$ cat src/rtl/z80_dma_bus_arbiter.sv
// z80_dma_bus_arbiter: lends the tv80s bench RAM to a DMA/loader port via busrq/busak.
// Optional macro DMA_HOLD_LIMIT_EN caps a grant at HOLD_CYCLES and adds dma_abort.
module z80_dma_bus_arbiter #(
   parameter int CNT_W       = 16,
   parameter int HOLD_CYCLES = 64
) (
   input  logic             clk,
   input  logic             reset_n,
   input  logic [15:0]      cpu_a,
   input  logic [7:0]       cpu_do,
   input  logic             cpu_mreq_n,
   input  logic             cpu_wr_n,
   input  logic             cpu_busak_n,
   output logic             cpu_busrq_n,
   input  logic             dma_req,
   input  logic             dma_valid,
   input  logic             dma_we,
   input  logic [15:0]      dma_addr,
   input  logic [7:0]       dma_wdata,
   input  logic             dma_last,
   output logic             dma_ready,
   output logic             dma_gnt,
   output logic [7:0]       dma_rdata,
   output logic             dma_rvalid,
   output logic [CNT_W-1:0] beat_cnt,
   output logic             protocol_err,
`ifdef DMA_HOLD_LIMIT_EN
   output logic             dma_abort,
`endif
   output logic [15:0]      mem_a,
   output logic [7:0]       mem_wdata,
   output logic             mem_we,
   input  logic [7:0]       mem_rdata
);

   typedef enum logic [2:0] {
      IDLE, REQ, GRANT, RDWAIT, RELEASE
   } state_t;

   state_t state;
   logic   rd_pend;
   logic   rd_last;
   logic   hold_hit;
   logic   accept;

`ifdef DMA_HOLD_LIMIT_EN
   localparam int HW = $clog2(HOLD_CYCLES + 1);
   logic [HW-1:0] hold_cnt;

   assign hold_hit = (hold_cnt >= HW'(HOLD_CYCLES));

   // hold counter runs while the DMA owns the bus; abort pulses when it trips
   always_ff @(posedge clk or negedge reset_n) begin
      if (!reset_n) begin
         hold_cnt  <= '0;
         dma_abort <= 1'b0;
      end else begin
         dma_abort <= 1'b0;
         if (state == REQ && !cpu_busak_n) begin
            hold_cnt <= '0;
         end else if (state == GRANT || state == RDWAIT) begin
            if (!hold_hit)
               hold_cnt <= hold_cnt + 1'b1;
            else if (!cpu_busak_n)
               dma_abort <= 1'b1;
         end
      end
   end
`else
   // no hold limit: a grant lasts as long as the DMA wants it
   assign hold_hit = (HOLD_CYCLES < 0);
`endif

   // a beat is only taken while the CPU still holds busak low
   assign dma_ready = (state == GRANT) & ~cpu_busak_n & ~hold_hit;
   assign accept    = dma_valid & dma_ready;

   // memory port follows the registered grant
   always_comb begin
      mem_a     = cpu_a;
      mem_wdata = cpu_do;
      mem_we    = ~cpu_wr_n & ~cpu_mreq_n;
      if (dma_gnt) begin
         mem_a     = dma_addr;
         mem_wdata = dma_wdata;
         mem_we    = accept & dma_we;
      end
   end

   // bus ownership state machine with registered handshake outputs
   always_ff @(posedge clk or negedge reset_n) begin
      if (!reset_n) begin
         state        <= IDLE;
         cpu_busrq_n  <= 1'b1;
         dma_gnt      <= 1'b0;
         dma_rvalid   <= 1'b0;
         dma_rdata    <= 8'h00;
         beat_cnt     <= '0;
         protocol_err <= 1'b0;
         rd_pend      <= 1'b0;
         rd_last      <= 1'b0;
      end else begin
         dma_rvalid <= 1'b0;
         unique case (state)
            IDLE: begin
               if (dma_req) begin
                  state       <= REQ;
                  cpu_busrq_n <= 1'b0;
               end
            end
            REQ: begin
               if (!cpu_busak_n) begin
                  state    <= GRANT;
                  dma_gnt  <= 1'b1;
                  beat_cnt <= '0;
               end else if (!dma_req) begin
                  state       <= RELEASE;
                  cpu_busrq_n <= 1'b1;
               end
            end
            GRANT: begin
               if (cpu_busak_n) begin
                  protocol_err <= 1'b1;
                  state        <= RELEASE;
                  cpu_busrq_n  <= 1'b1;
                  dma_gnt      <= 1'b0;
               end else if (hold_hit) begin
                  state       <= RELEASE;
                  cpu_busrq_n <= 1'b1;
                  dma_gnt     <= 1'b0;
               end else if (accept) begin
                  if (~&beat_cnt)
                     beat_cnt <= beat_cnt + 1'b1;
                  if (!dma_we) begin
                     rd_pend <= 1'b1;
                     rd_last <= dma_last;
                     state   <= RDWAIT;
                  end else if (dma_last) begin
                     state       <= RELEASE;
                     cpu_busrq_n <= 1'b1;
                     dma_gnt     <= 1'b0;
                  end
               end else if (!dma_req) begin
                  state       <= RELEASE;
                  cpu_busrq_n <= 1'b1;
                  dma_gnt     <= 1'b0;
               end
            end
            RDWAIT: begin
               rd_pend <= 1'b0;
               if (cpu_busak_n) begin
                  protocol_err <= 1'b1;
                  state        <= RELEASE;
                  cpu_busrq_n  <= 1'b1;
                  dma_gnt      <= 1'b0;
               end else begin
                  dma_rdata  <= mem_rdata;
                  dma_rvalid <= rd_pend;
                  if (rd_last || !dma_req || hold_hit) begin
                     state       <= RELEASE;
                     cpu_busrq_n <= 1'b1;
                     dma_gnt     <= 1'b0;
                  end else begin
                     state <= GRANT;
                  end
               end
            end
            RELEASE: begin
               if (cpu_busak_n)
                  state <= IDLE;
            end
            default: state <= IDLE;
         endcase
      end
   end

endmodule

$ cat config.mk
export PLATFORM = sky130hd
export DESIGN_NAME = z80_dma_bus_arbiter
export DESIGN_NICKNAME = d
export VERILOG_FILES = /design/src/rtl/z80_dma_bus_arbiter.sv
export SDC_FILE = /design/constraint.sdc
export NUM_CORES = 1
export LEC_CHECK = 0
export ABC_CLOCK_PERIOD_IN_PS = 4200
export BUFFER_PORTS_ARGS = -buffer_cell sky130_fd_sc_hd__buf_2
export CORE_ASPECT_RATIO = 2
export CORE_MARGIN = 3
export CORE_UTILIZATION = 49
export DETAILED_ROUTE_END_ITERATION = 10
export HOLD_SLACK_MARGIN = 0.08
export PLACE_DENSITY_LB_ADDON = 0.12
export SLEW_MARGIN = 0
export SYNTH_ARGS = -nofsm -noshare
export SYNTH_HDL_FRONTEND = slang
export SYNTH_SLANG_ARGS = --single-unit
export TNS_END_PERCENT = 1
$ cat constraint.sdc
create_clock -name clk -period 4.2 [get_ports clk]
set_input_delay 0.84 -clock clk [delete_from_list [all_inputs] [get_ports clk]]
set_output_delay 0.84 -clock clk [all_outputs]
set_load 0.02 [all_outputs]
==> results of run 1 <==
-- sequential cells by signal (all words and copies together), names as in the netlist --
name	cells
beat_cnt	16
cpu_busrq_n	1
dma_gnt	1
dma_rdata	8
dma_rvalid	1
protocol_err	1
rd_last	1
rd_pend	1
state	3
-- how the worst max path moves through the flow --
stage | from | endpoint | slack (ns)
after floorplan | cpu_busak_n | mem_we | 1.70
final | dma_gnt$_DFFE_PN0P_ | mem_a[1] | 1.45
after global routing | cpu_busak_n | mem_we | 1.36
after CTS | dma_gnt$_DFFE_PN0P_ | mem_a[15] | 1.44
after global placement | cpu_busak_n | mem_we | 1.50
after detailed placement | cpu_busak_n | mem_we | 1.48
-- area by class of cell --
cell class              count  share of cell area
well taps                  54             0.02261
multi-input cells         168              0.4577
inverters                   7            0.008794
repair buffers            119              0.2002
clock buffers               7             0.03224
clock inverters             1            0.001675
flip-flops and latches     33              0.2768
-- synthesized netlist by cell type (4+ instances only) --
master / n
a21oi_1: 9
a31oi_1: 4
and4_1: 4
buf_6: 4
clkbuf_1: 5
dfrtp_1: 32
inv_1: 7
mux2_2: 33
mux2i_1: 8
nand2_1: 15
nand2b_1: 6
nand3_1: 8
nand4_1: 5
nor2_1: 8
o21ai_0: 8
o31ai_1: 4
-- per-stage QoR --
step,utilization,cell area [um^2]
floorplan,-,2302
global placement,0.6524,2887
detailed placement,0.6524,2887
CTS,0.6753,2988
global route,0.6753,2988
finish,0.6753,2988
-- cells by family (layout without fill, tap and decap cells) --
kind of cell             after synthesis  in the layout
buffers and inverters                 21            134
AO/OA/AOI/OAI                         50             50
AND/OR/NAND/NOR                       75             75
adder cells (fa/ha/maj)                1              1
flip-flops                            33             33
multiplexers                          42             42
-- metal layers --
| metal | global-route usage | vias up | wire length, um |
|---|---|---|---|
| li1 | - | 1064 | - |
| met1 | 0.2772 | 1055 | 2403 |
| met2 | 0.4137 | 71 | 3598 |
| met3 | 0.05210 | 11 | 289 |
| met4 | 0.09981 | 0 | 132 |
| met5 | 0 | - | 0 |
-- where the power goes --
part / internal [mW] / total, mW / switching, mW
Combinational: 0.347 / 0.764 / 0.417
Clock: 0.148 / 0.266 / 0.118
Sequential: 0.404 / 0.557 / 0.153
Total: 0.899 / 1.59 / 0.688
-- cells in the final DEF (no fill, tap or decap), drive strengths merged, types with 2 or more instances in the layout --
cell type | synthesis | layout
a2111oi | 2 | 2
a211o | 2 | 2
a211oi | 3 | 3
a21boi | 2 | 2
a21o | 2 | 2
a21oi | 10 | 10
a31oi | 4 | 4
a41oi | 2 | 2
and2 | 2 | 2
and3 | 3 | 3
and4 | 4 | 4
buf | 8 | 119
clkbuf | 6 | 7
dfrtp | 32 | 32
inv | 7 | 7
mux2 | 34 | 34
mux2i | 8 | 8
nand2 | 15 | 15
nand2b | 6 | 6
nand3 | 8 | 8
nand3b | 3 | 3
nand4 | 5 | 5
nor2 | 10 | 10
nor2b | 2 | 2
nor3 | 2 | 2
nor3b | 3 | 3
o21a | 2 | 2
o21ai | 9 | 9
o31ai | 4 | 4
or3 | 2 | 2
or4 | 3 | 3
==> impl_metrics.py, run 1 <==
metrics = {
    "cells_and_area": {
        "nNetsFinal": 400,
        "multi_input_area_mm2": 0.001368,
        "layoutNonFillerInstCount": 389,
        "diodes": 0,
        "drive_gt1_frac": 0.5194,
        "nFillCells": 413,
        "area_growth_syn_to_layout_pct": 29.78,
        "seqCellArea_um2": 827.0,
    },
    "worst_setup_path": {
        "cp_num_cells": 2,
        "reg2reg_from": "beat_cnt[0]$_DFFE_PN0P_",
        "required_ns": 3.36,
        "crit_path_start_kind": "flip-flop",
        "critPathArrivalTime_ns": 1.91,
        "cpLargestDelayFamily": "flip-flops",
        "rr_worst_depth": 5,
        "critPathMaxStageDelay_ns": 1.02,
        "regToRegSetupSlack_ns": 2.02,
        "slowest_stage": "dfrtp_1",
        "critPathBufInv": 1,
        "r2r_end": "beat_cnt[0]$_DFFE_PN0P_",
        "crit_chain": "mux2_2, buf_2",
        "path_class": "reg2out",
        "path_max_fanout": 28,
        "crit_path_end_kind": "primary output",
    },
    "clocking": {
        "htree_levels": 2,
        "clk_path_buf_depth": 2,
        "cts_tree": "done",
        "numCtsBuffers": 5,
        "cts_sinks": 33,
        "cts-resized-gates": 0,
        "post_cts.repair.setup_buffers": 0,
        "cts.clk_slew.worst_paths_ns": 0.07,
        "clk_latency_ns": 0.28,
        "root_buffer": "clkbuf_8",
        "cts_hold_buf": 0,
    },
    "synthesis": {
        "yosys.area_share.adder": 0.005435,
        "ys_seq_area_frac": 0.3592,
        "ys_types": 58,
        "synth-compound-area-share": 0.1745,
        "synth_nets": 288,
        "synth_edf_count": 0,
        "synthMuxAreaShare": 0.2011,
        "synthXorXnorAreaFrac": 0,
        "async_reset_ff_frac": 1.000,
        "synth_top_cell_area_share": 0.3478,
        "ys.flop_type": "dfrtp_1",
        "yosysTopAreaCell": "dfrtp_1",
        "synth_top_family_by_area": "simple AND/OR/NAND/NOR gates",
        "syn_area_mm2": 0.002302,
        "postSynthCellCount": 222,
        "ys_warn_count": 0,
        "synth_simple_gate_area_frac": 0.2103,
        "yosys-top-cells-area": "dfrtp_1 (35%), mux2_2 (16%), mux2i_1 (3.5%)",
        "postSynthAreaPerCell_um2": 10.37,
        "synth-seq-cells": 33,
    },
    "hold_path": {
        "worstHoldStart": "protocol_err$_DFFE_PN0P_",
        "whs_path_depth": 1,
        "holdPathEnd": "protocol_err$_DFFE_PN0P_",
        "hp-class": "reg2reg",
    },
    "timing": {
        "finalCritPeriodShare": 0.6554,
        "setup_viol": 0,
        "hold_violations": 0,
        "rsz0062_at_grt": "false",
        "fin_skew_ns": 0.005191,
        "fmax_mhz": 363.3,
        "slew_headroom": 0.3112,
        "tns_ns": 0,
        "period_minus_slack_ns": 2.753,
        "worstMarginPinSlew_ns": 1.033,
        "whs_ns": 0.4702,
        "slew_violations": 0,
        "setup_slack_ns": 1.447,
    },
    "global_route": {
        "grt_pass1_vias": 2197,
        "grt_start_max_net_pins": 34,
        "globalRoute.totalOverflow": 0,
        "grt_pass1_wl_um": 10050,
        "antenna_found_initial": 0,
        "grt.total_usage": 0.2407,
    },
    "placement": {
        "place_inst": 381,
        "hpwl_um": 5017,
        "gp_congestion": 0.8596,
        "io_buffers": 118,
        "dp_slack_ns": 1.479,
    },
    "drt": {
        "routed_wl_um": 6424,
        "drt.antenna.violating_nets": 0,
        "first_iter_violations": 38,
        "drc": 0,
        "drt-wirelength-per-cell_um": 16.51,
        "routed_via_density": 5.658,
        "drt_pre_antenna_iters": 4,
        "vias": 2201,
    },
    "flow_run": {
        "drv_cap": 0,
    },
    "power_and_ir_drop": {
        "power.total_mw": 1.587,
        "leakage_nw": 1.431,
        "vdd_drop_max_v": 0.0003320,
        "cellPowerDensity_mw_per_mm2": 531.2,
    },
    "outcome": {
        "status": "finished clean",
    },
    "die": {
        "core_region_area_mm2": 0.004424,
        "die-height_um": 102.9,
        "fp.dieW_um": 54.47,
        "rows": 34,
        "die_area_mm2": 0.005607,
        "ios": 119,
        "start_util": 0.5204,
    },
}
No activity file was read; power rests on OpenSTA's default activity.
==> run 2, diff against run 1 <==
- ABC_AREA: default -> 1
- ABC_CLOCK_PERIOD_IN_PS: 4200 -> 2500
- CORE_UTILIZATION: 49 -> 41
- clock period: 4.2 -> 2.5 ns (I/O delays scaled with it)
==> impl_metrics.py, run 2 <==
metrics = {
    "placement": {
        "gp_congestion": 0.8769,
        "hpwl_um": 5579,
        "io_buffers": 118,
        "place_inst": 511,
    },
    "power_and_ir_drop": {
        "leakage_nw": 1.671,
        "vdd_drop_max_v": 0.0005808,
        "cellPowerDensity_mw_per_mm2": 906.4,
    },
    "global_route": {
        "grt_pass1_vias": 2496,
        "globalRoute.totalOverflow": 0,
        "grt.total_usage": 0.2231,
        "grt_pass1_wl_um": 11120,
        "grt_start_max_net_pins": 34,
        "antenna_found_initial": 0,
    },
    "timing": {
        "fin_skew_ns": 0.004943,
        "slew_violations": 0,
        "worstMarginPinSlew_ns": 0.7377,
        "setup_viol": 0,
        "slew_headroom": 0.5082,
        "tns_ns": 0,
        "finalCritPeriodShare": 0.9243,
        "fmax_mhz": 432.8,
        "period_minus_slack_ns": 2.311,
        "rsz0062_at_grt": "false",
        "hold_violations": 0,
    },
    "cells_and_area": {
        "multi_input_area_mm2": 0.001321,
        "diodes": 0,
        "layoutNonFillerInstCount": 519,
        "largest_register_ffs": 16,
        "nFillCells": 529,
        "reg_top3": "beat_cnt: 16 flops, dma_rdata: 8 flops, state: 3 flops",
        "final_cell_mix": "nand2_1 (163), buf_2 (118), nor2_1 (42), dfrtp_1 (32), nand3_1 (18)",
        "layout_commonest_cell": "nand2_1",
        "nNetsFinal": 526,
        "utilization": 0.5759,
        "drive_gt1_frac": 0.3189,
        "max_flop_register": "beat_cnt",
        "seqCellArea_um2": 827.0,
        "area_growth_syn_to_layout_pct": 33.04,
    },
    "worst_setup_path": {
        "path_class": "reg2out",
        "critPathMaxStageDelay_ns": 0.43,
        "required_ns": 2.00,
        "slowest_stage": "dfrtp_1",
        "cpMostUsedCell": "nor2_1",
        "crit_chain": "nor2_1, nand4_1, nor2_1, nand2_1, o31ai_1, buf_2",
        "cpLargestDelayFamily": "simple AND/OR/NAND/NOR gates",
        "critPathArrivalTime_ns": 1.81,
        "crit_path_start_kind": "flip-flop",
        "crit_start": "state[2]$_DFFE_PN0P_",
        "crit_path_end_kind": "primary output",
        "critPathBufInv": 1,
        "reg2reg_from": "state[2]$_DFFE_PN0P_",
        "path_max_fanout": 5,
    },
    "drt": {
        "routed_wl_um": 7078,
        "vias": 2634,
        "drt_pre_antenna_iters": 4,
        "drt.antenna.violating_nets": 0,
        "drt-wirelength-per-cell_um": 13.64,
        "routed_via_density": 5.075,
        "first_iter_violations": 126,
        "drc": 0,
    },
    "synthesis": {
        "ys_warn_count": 0,
        "ys_seq_area_frac": 0.3652,
        "syn_area_mm2": 0.002265,
        "yosysTopAreaCell": "dfrtp_1",
        "async_reset_ff_frac": 1.000,
        "yosys-top-cells-count": "nand2_1 (163), nor2_1 (42), dfrtp_1 (32), nand3_1 (18), inv_1 (13)",
        "yosys-top-cells-area": "dfrtp_1 (35%), nand2_1 (27%), nor2_1 (7.0%)",
        "synth_nets": 407,
        "ys.flop_type": "dfrtp_1",
        "synth-seq-cells": 33,
        "postSynthCellCount": 341,
        "synth_top_cell_area_share": 0.3536,
        "postSynthAreaPerCell_um2": 6.641,
        "synth_edf_count": 0,
        "yosysMostFrequentCell": "nand2_1",
        "ys_types": 33,
    },
    "hold_path": {
        "hp-class": "in2async",
    },
    "clocking": {
        "cts_hold_buf": 0,
        "clk_path_buf_depth": 2,
        "root_buffer": "clkbuf_8",
        "post_cts.repair.setup_buffers": 0,
        "numCtsBuffers": 5,
        "cts_sinks": 33,
        "cts_tree": "done",
        "htree_levels": 2,
        "cts.clk_slew.worst_paths_ns": 0.07,
        "clk_latency_ns": 0.29,
        "cts-resized-gates": 0,
    },
    "die": {
        "core_region_area_mm2": 0.005231,
        "ios": 119,
        "start_util": 0.4329,
        "fp.dieW_um": 58.55,
        "die_area_mm2": 0.006505,
        "die-height_um": 111.1,
        "rows": 37,
    },
    "flow_run": {
        "drv_cap": 0,
    },
    "outcome": {
        "status": "finished clean",
    },
}
run 2: cell types whose count changed after synthesis, moves of 8 or more:
cell / change
nand2_1: +148
nor2_1: +34
mux2_2: -33
nand3_1: +10
mux2i_1: -8
run 2: area by class of cell:
class                      count  area share
clock buffer                   5     0.02284
clock inverter                 3     0.01537
inverter                      21     0.02616
multi-input combinational    280      0.4385
sequential                    33      0.2745
tap                           58     0.02409
timing repair buffer         119      0.1985
run 2: metal layers:
layer / vias up / track usage / routed length, um
met3: 19 / 0.04312 / 530
met5: - / 0 / 0
met2: 151 / 0.4235 / 3900
met4: 0 / 0.1254 / 290
li1: 1307 / - / -
met1: 1157 / 0.2044 / 2355
run 2: cell families (layout without fill, tap and decap cells):
| family | after synthesis | after routing | synth area share |
|---|---|---|---|
| compound gates | 20 | 20 | 0.06023 |
| buf+inv | 28 | 148 | 0.05138 |
| fa+ha+maj | 1 | 1 | 0.005524 |
| mux | 8 | 8 | 0.03978 |
| xor+xnor | 7 | 7 | 0.02707 |
| flops | 33 | 33 | 0.3652 |
| simple gates | 244 | 244 | 0.4508 |
run 2: worst paths after layout:
path	to	depth (start not counted)	slack, ns
setup / recovery	mem_we	6	0.19
hold reg to reg	protocol_err$_DFFE_PN0P_	1	0.49
setup reg to reg	beat_cnt[15]$_DFFE_PN0P_	7	0.64
hold / removal	beat_cnt[15]$_DFFE_PN0P_	1	0.26
min in group clk	dma_rdata[0]$_DFFE_PN0P_	2	0.41
max in group asynchronous	beat_cnt[3]$_DFFE_PN0P_	1	1.76
run 2: power by group:
part	switching (mW)	total, mW	internal, mW
logic	1.02	1.47	0.451
clock network	0.216	0.514	0.298
registers	0.0901	0.749	0.659
total	1.32	2.73	1.41
run 2: worst reg2reg max path, stage by stage, from the launching register on:
cell	delay (ns)
dfrtp_1	0.43
nor2_1	0.20
nand2_2	0.31
inv_2	0.23
o21ai_4	0.10
a21oi_2	0.38
nand2_1	0.09
nand2_1	0.07
run 2: per-stage QoR:
| step | cell area, um^2 | hold slack (ns) | setup WS [ns] | power [mW] |
|---|---|---|---|---|
| global placement | 2898 | 0.4517 | 0.4234 | 2.213 |
| detailed placement | 2898 | 0.4626 | 0.3833 | 2.233 |
| finish | 3013 | 0.2594 | 0.1893 | 2.731 |
| floorplan | 2265 | 0.2044 | 0.7034 | 1.772 |
| CTS | 3013 | 0.2900 | 0.2186 | 2.760 |
| global route | 3013 | 0.3152 | 0.03725 | 2.925 |
